## config.mk

```make
export PLATFORM = sky130hd
export DESIGN_NAME = sd_audio_i2s_tx
export DESIGN_NICKNAME = d
export VERILOG_FILES = /design/src/rtl/sd_audio_i2s_tx.sv
export SDC_FILE = /design/constraint.sdc
export NUM_CORES = 1
export LEC_CHECK = 0
export BUFFER_PORTS_ARGS = -buffer_cell sky130_fd_sc_hd__buf_4
export CAP_MARGIN = 0
export CORE_ASPECT_RATIO = 1.4
export CORE_MARGIN = 3
export CORE_UTILIZATION = 55
export DETAILED_ROUTE_END_ITERATION = 12
export PLACE_DENSITY_LB_ADDON = 0.3
export SLEW_MARGIN = 20
export SYNTH_ARGS = -nofsm -noshare
export SYNTH_HDL_FRONTEND = slang
export SYNTH_SLANG_ARGS = --single-unit
export TNS_END_PERCENT = 5
```

## constraint.sdc

```tcl
create_clock -name clk -period 6.73 [get_ports clk]
set_clock_uncertainty 0.05 [all_clocks]
set_input_delay 0 -clock clk [delete_from_list [all_inputs] [get_ports clk]]
set_output_delay 0 -clock clk [all_outputs]
set_load 0.01 [all_outputs]
```

## src/rtl/sd_audio_i2s_tx.sv

```systemverilog
// SD-card audio back end: packs FIFO bytes into 16-bit stereo samples and serializes them as I2S.
// Optional AUDIO_VOLUME_EN adds vol_shift[3:0], an arithmetic attenuation applied at each frame load.
module sd_audio_i2s_tx #(
  parameter int BCLK_DIV = 8
) (
  input  logic       clk,
  input  logic       rst_n,
  input  logic       enable,
  input  logic       byte_valid,
  input  logic [7:0] byte_data,
`ifdef AUDIO_VOLUME_EN
  input  logic [3:0] vol_shift,
`endif
  output logic       byte_ready,
  output logic       i2s_bclk,
  output logic       i2s_lrck,
  output logic       i2s_sdata,
  output logic       sample_strobe,
  output logic       underrun
);

  localparam int DIV_W = (BCLK_DIV > 2) ? $clog2(BCLK_DIV) : 1;

  localparam logic [2:0] S_L0   = 3'd0;
  localparam logic [2:0] S_L1   = 3'd1;
  localparam logic [2:0] S_R0   = 3'd2;
  localparam logic [2:0] S_R1   = 3'd3;
  localparam logic [2:0] S_FULL = 3'd4;

  logic [DIV_W-1:0] div_cnt_q, div_cnt_d;
  logic             bclk_q, bclk_d;
  logic [5:0]       bit_cnt_q, bit_cnt_d;
  logic [2:0]       state_q, state_d;
  logic [15:0]      buf_l_q, buf_l_d, buf_r_q, buf_r_d;
  logic [15:0]      shd_l_q, shd_l_d, shd_r_q, shd_r_d;
  logic             lrck_q, lrck_d;
  logic             sdata_q, sdata_d;
  logic             strobe_q, strobe_d;
  logic             underrun_q, underrun_d;

  logic             div_tc;
  logic             fall_evt;
  logic [5:0]       bit_nxt;
  logic             accept;
  logic [15:0]      scaled_l, scaled_r;

  assign div_tc     = (div_cnt_q == DIV_W'(BCLK_DIV - 1));
  assign fall_evt   = div_tc & bclk_q;
  assign bit_nxt    = bit_cnt_q + 6'd1;
  assign byte_ready = enable & (state_q != S_FULL);
  assign accept     = byte_valid & byte_ready;

`ifdef AUDIO_VOLUME_EN
  assign scaled_l = 16'($signed(buf_l_q) >>> vol_shift);
  assign scaled_r = 16'($signed(buf_r_q) >>> vol_shift);
`else
  assign scaled_l = buf_l_q;
  assign scaled_r = buf_r_q;
`endif

  always_comb begin
    // NOTE: every next-state signal takes its current value first so no path leaves it unassigned (no latches).
    div_cnt_d  = div_cnt_q;
    bclk_d     = bclk_q;
    bit_cnt_d  = bit_cnt_q;
    state_d    = state_q;
    buf_l_d    = buf_l_q;
    buf_r_d    = buf_r_q;
    shd_l_d    = shd_l_q;
    shd_r_d    = shd_r_q;
    lrck_d     = lrck_q;
    sdata_d    = sdata_q;
    strobe_d   = 1'b0;
    underrun_d = 1'b0;

    if (!enable) begin
      div_cnt_d = '0;
      bclk_d    = 1'b0;
      bit_cnt_d = 6'd63;
      state_d   = S_L0;
      buf_l_d   = '0;
      buf_r_d   = '0;
      shd_l_d   = '0;
      shd_r_d   = '0;
      lrck_d    = 1'b0;
      sdata_d   = 1'b0;
    end else begin
      div_cnt_d = div_tc ? '0 : div_cnt_q + 1'b1;
      if (div_tc) bclk_d = ~bclk_q;

      if (accept) begin
        case (state_q)
          S_L0:    begin buf_l_d[7:0]  = byte_data; state_d = S_L1;   end
          S_L1:    begin buf_l_d[15:8] = byte_data; state_d = S_R0;   end
          S_R0:    begin buf_r_d[7:0]  = byte_data; state_d = S_R1;   end
          S_R1:    begin buf_r_d[15:8] = byte_data; state_d = S_FULL; end
          default: state_d = state_q;
        endcase
      end

      if (fall_evt) begin
        bit_cnt_d = bit_nxt;
        if (bit_nxt == 6'd0) begin
          strobe_d = 1'b1;
          // A load in FULL never meets an accept, so the state rewrite cannot collide.
          if (state_q == S_FULL) begin
            shd_l_d = scaled_l;
            shd_r_d = scaled_r;
            state_d = S_L0;
          end else begin
            shd_l_d    = '0;
            shd_r_d    = '0;
            underrun_d = 1'b1;
          end
        end
        lrck_d = (bit_nxt >= 6'd31) && (bit_nxt <= 6'd62);
        // 15-k within each 16-bit slot is the bitwise inverse of k[3:0].
        case (bit_nxt[5:4])
          2'b00:   sdata_d = shd_l_d[~bit_nxt[3:0]];
          2'b10:   sdata_d = shd_r_d[~bit_nxt[3:0]];
          default: sdata_d = 1'b0;
        endcase
      end
    end
  end

  // NOTE: state registers use non-blocking assignments so all flops update together at the edge.
  always_ff @(posedge clk or negedge rst_n) begin
    if (!rst_n) begin
      div_cnt_q  <= '0;
      bclk_q     <= 1'b0;
      bit_cnt_q  <= 6'd63;
      state_q    <= S_L0;
      buf_l_q    <= '0;
      buf_r_q    <= '0;
      shd_l_q    <= '0;
      shd_r_q    <= '0;
      lrck_q     <= 1'b0;
      sdata_q    <= 1'b0;
      strobe_q   <= 1'b0;
      underrun_q <= 1'b0;
    end else begin
      div_cnt_q  <= div_cnt_d;
      bclk_q     <= bclk_d;
      bit_cnt_q  <= bit_cnt_d;
      state_q    <= state_d;
      buf_l_q    <= buf_l_d;
      buf_r_q    <= buf_r_d;
      shd_l_q    <= shd_l_d;
      shd_r_q    <= shd_r_d;
      lrck_q     <= lrck_d;
      sdata_q    <= sdata_d;
      strobe_q   <= strobe_d;
      underrun_q <= underrun_d;
    end
  end

  assign i2s_bclk      = bclk_q;
  assign i2s_lrck      = lrck_q;
  assign i2s_sdata     = sdata_q;
  assign sample_strobe = strobe_q;
  assign underrun      = underrun_q;

endmodule

```

==> metrics.txt <==
core area 0.00785 mm²; setup tns final 0 ns; vias in the first global route roughly 3,400; PortBufs 17; ANT nets after route 0; simple-gate share of the synthesized area between 20% and 30%; global-route wire length before repair 17,500 µm; drt wl/cell 17.7 µm; Final Hold Vio Count 0; clock slew at reported path FFs 0.08 ns; largest family of logic cells by synthesized area simple AND/OR/NAND/NOR gates; asr flop ratio synth 100%; relative slew slack approximately 28%; DR vias/cell slightly below 6; CTS Buf Count 9; Multi-input gate area 0.00230 mm²; Peak VDD IR ~0.17 mV; # nets final 482; GR Util met2 a little under two fifths; RSZ-0062 raised after global routing false; Worst-Skew Late Latency around 0.36 ns; Post CTS Setup Buffer Count 0; main flop type after synthesis dfrtp_1; WL final about 10,000 µm; DRC 0; area post-placement around 0.0046 mm²; FF/Latch Area between 0.002 and 0.0025 mm²; Least-Margin Pin Slew about 1.1 ns; Reg2Reg Depth 7; Post-Synthesis Cells ~460; critical-path maximum fanout 32; Util after Layout around 63%; fin crit share approximately half; RD Place Congestion 0.926; CP required 6.93 ns; Fmax achieved between 0.2 and 0.3 GHz; share of layout cells above drive strength 1 between 10% and 20%; grt met3 use under 10%; Synth Area in XOR/XNOR under 10%; Startpoint Class flop; Mapped Area roughly 0.0045 mm²; post-route cell area around 0.005 mm²; Post-CTS Hold Fix Bufs 10; post-synthesis compound-gate area fraction 12.7%; register bit total from synthesis between 80 and 90; All-Layer GR Usage 24.1%; die height ~110 µm; WS Path Type flop to flop; io pins 18; WHS roughly 0.085 ns; HPWL after DPL about 6500 µm; element type at the critical path end flop; minimum clock period approximately 3.4 ns; hold depth 2; DR vias 3,360; Lkg Pwr 2.11 nW; Synth Area in Adders ~1.7%; Power Density a little under 200 mW/mm²; Final Setup Violations 0; CTS Sinks 81; pins over their slew limit 0; Layout area overhead 9.93%; post-placement cell count between 500 and 600; most used routing layer met2; clock tree root buffer cell clkbuf_8; Die Wd about 83 µm; Post-synth EDFFs 0; post-route insts no fill between 500 and 600; Die ar. between 0.009 and 0.01 mm²; Antenna diodes 0; Resized cells post-CTS 0; commonest non-fill, non-tap cells in the layout dfrtp_1 (75), nand2_1 (63), mux2i_1 (42); worst-case clock buffer depth 2; drt first pass iters 5; GR Util met1 between 30% and 40%; largest net degree at the start of global routing 85; status finished, final reports clean; maximum capacitance violations 0; TritonCTS clock tree yes; mean post-synth cell area a little under 10 µm²; post-synthesis mux area share about an eighth; sequential share of the synthesized area 45.1%; Netlist cell types 61; commonest non-fill, non-tap cell in the layout dfrtp_1; initial antenna violation count 0; syn_nets ~480; number of warnings issued by yosys 0; fillers 664; Initial Util between 50% and 60%; htree depth 3; Congestion Overflow GR 0; Cell Rows 38; Hold Crit Class input pin to flop; Starting DRT DRC Count 267; WP data arrival between 3 and 4 ns
## metal layers
metal,wire length [µm],vias up
met5,0,-
met4,184,0
met3,303,16
met2,4950,72
met1,4590,1653
li1,-,1619
## path summary, 6_finish.rpt
kind | startpoint | slack [ns] | endpoint
hold reg to reg | div_cnt_q[0] | 0.40 | div_cnt_q[0]
setup reg to reg | bit_cnt_q[0] | 3.33 | shd_l_q[12]
max in group asynchronous | rst_n | 5.94 | i2s_lrck
hold / removal | enable | 0.08 | bit_cnt_q[0]
min in group asynchronous | rst_n | 0.19 | div_cnt_q[0]
setup / recovery | bit_cnt_q[0] | 3.33 | shd_l_q[12]
## cell families after synthesis
family,after synthesis
muxes,51
xor gates and xnor gates,9
adders and majority gates,6
DFF,81
and+or+nand+nor,194
AOI/OAI and AO/OA,78
buffers and inverters,39
## sequential cells by signal, indices dropped and copies added, names as in the netlist, 3 cells and up
register / count
shd_r_q: 16
buf_r_q: 16
div_cnt_q: 3
bit_cnt_q: 6
shd_l_q: 16
state_q: 3
buf_l_q: 16
## final cells by class
cell class	count	share of cell area [%]
Timing Repair Buffer	30	5.12
Tap cell	100	2.52
Clock inverter	2	1.21
Sequential cell	81	41.0
Inverter	4	0.303
Multi-Input combinational cell	338	46.4
Clock buffer	13	3.40
## report_power, final
| group | switching [mW] | internal, mW | leakage, nW |
|---|---|---|---|
| Sequential | 0.00564 | 0.493 | 1.10 |
| Clock | 0.169 | 0.238 | 0.116 |
| Combinational | 0.0291 | 0.0238 | 0.886 |
| Total | 0.203 | 0.754 | 2.11 |
## cells in the mapped netlist, drive strengths merged (6+ instances only)
master   n  share of area [%]
dfstp    6                3.5
clkbuf  20                1.7
buf     15                2.1
nor2b   33                4.6
mux2i   42                9.3
a21oi    8               0.89
nand4    6               0.83
o21ai    6               0.67
ha       6                1.7
nor2     9               0.80
xnor2    6                1.2
nand2   63                5.2
nand3   37                4.2
and3     7                1.1
mux2     7                1.7
and2    14                1.9
a21boi  35                5.8
dfrtp   75                 42
## per-stage QoR
| stage | setup slack, ns | total power, mW |
|---|---|---|
| 6_report | 3.33 | 0.958 |
| 5_1_grt | 3.11 | 0.988 |
| 4_1_cts | 3.36 | 0.963 |
| 3_5_place_dp | 3.37 | 0.556 |
| 3_3_place_gp | 3.46 | 0.556 |
| 2_1_floorplan | 3.65 | 0.532 |
## critical path, cell delays in order, from the launching register on
cell	delay (ns)
dfstp_2	0.81
ha_1	0.45
and4_1	0.28
a31o_2	0.28
and3_4	0.36
nand2_1	0.67
nand2_1	0.28
a21boi_1	0.09
Note: power is estimated with default switching activity, not from simulation.
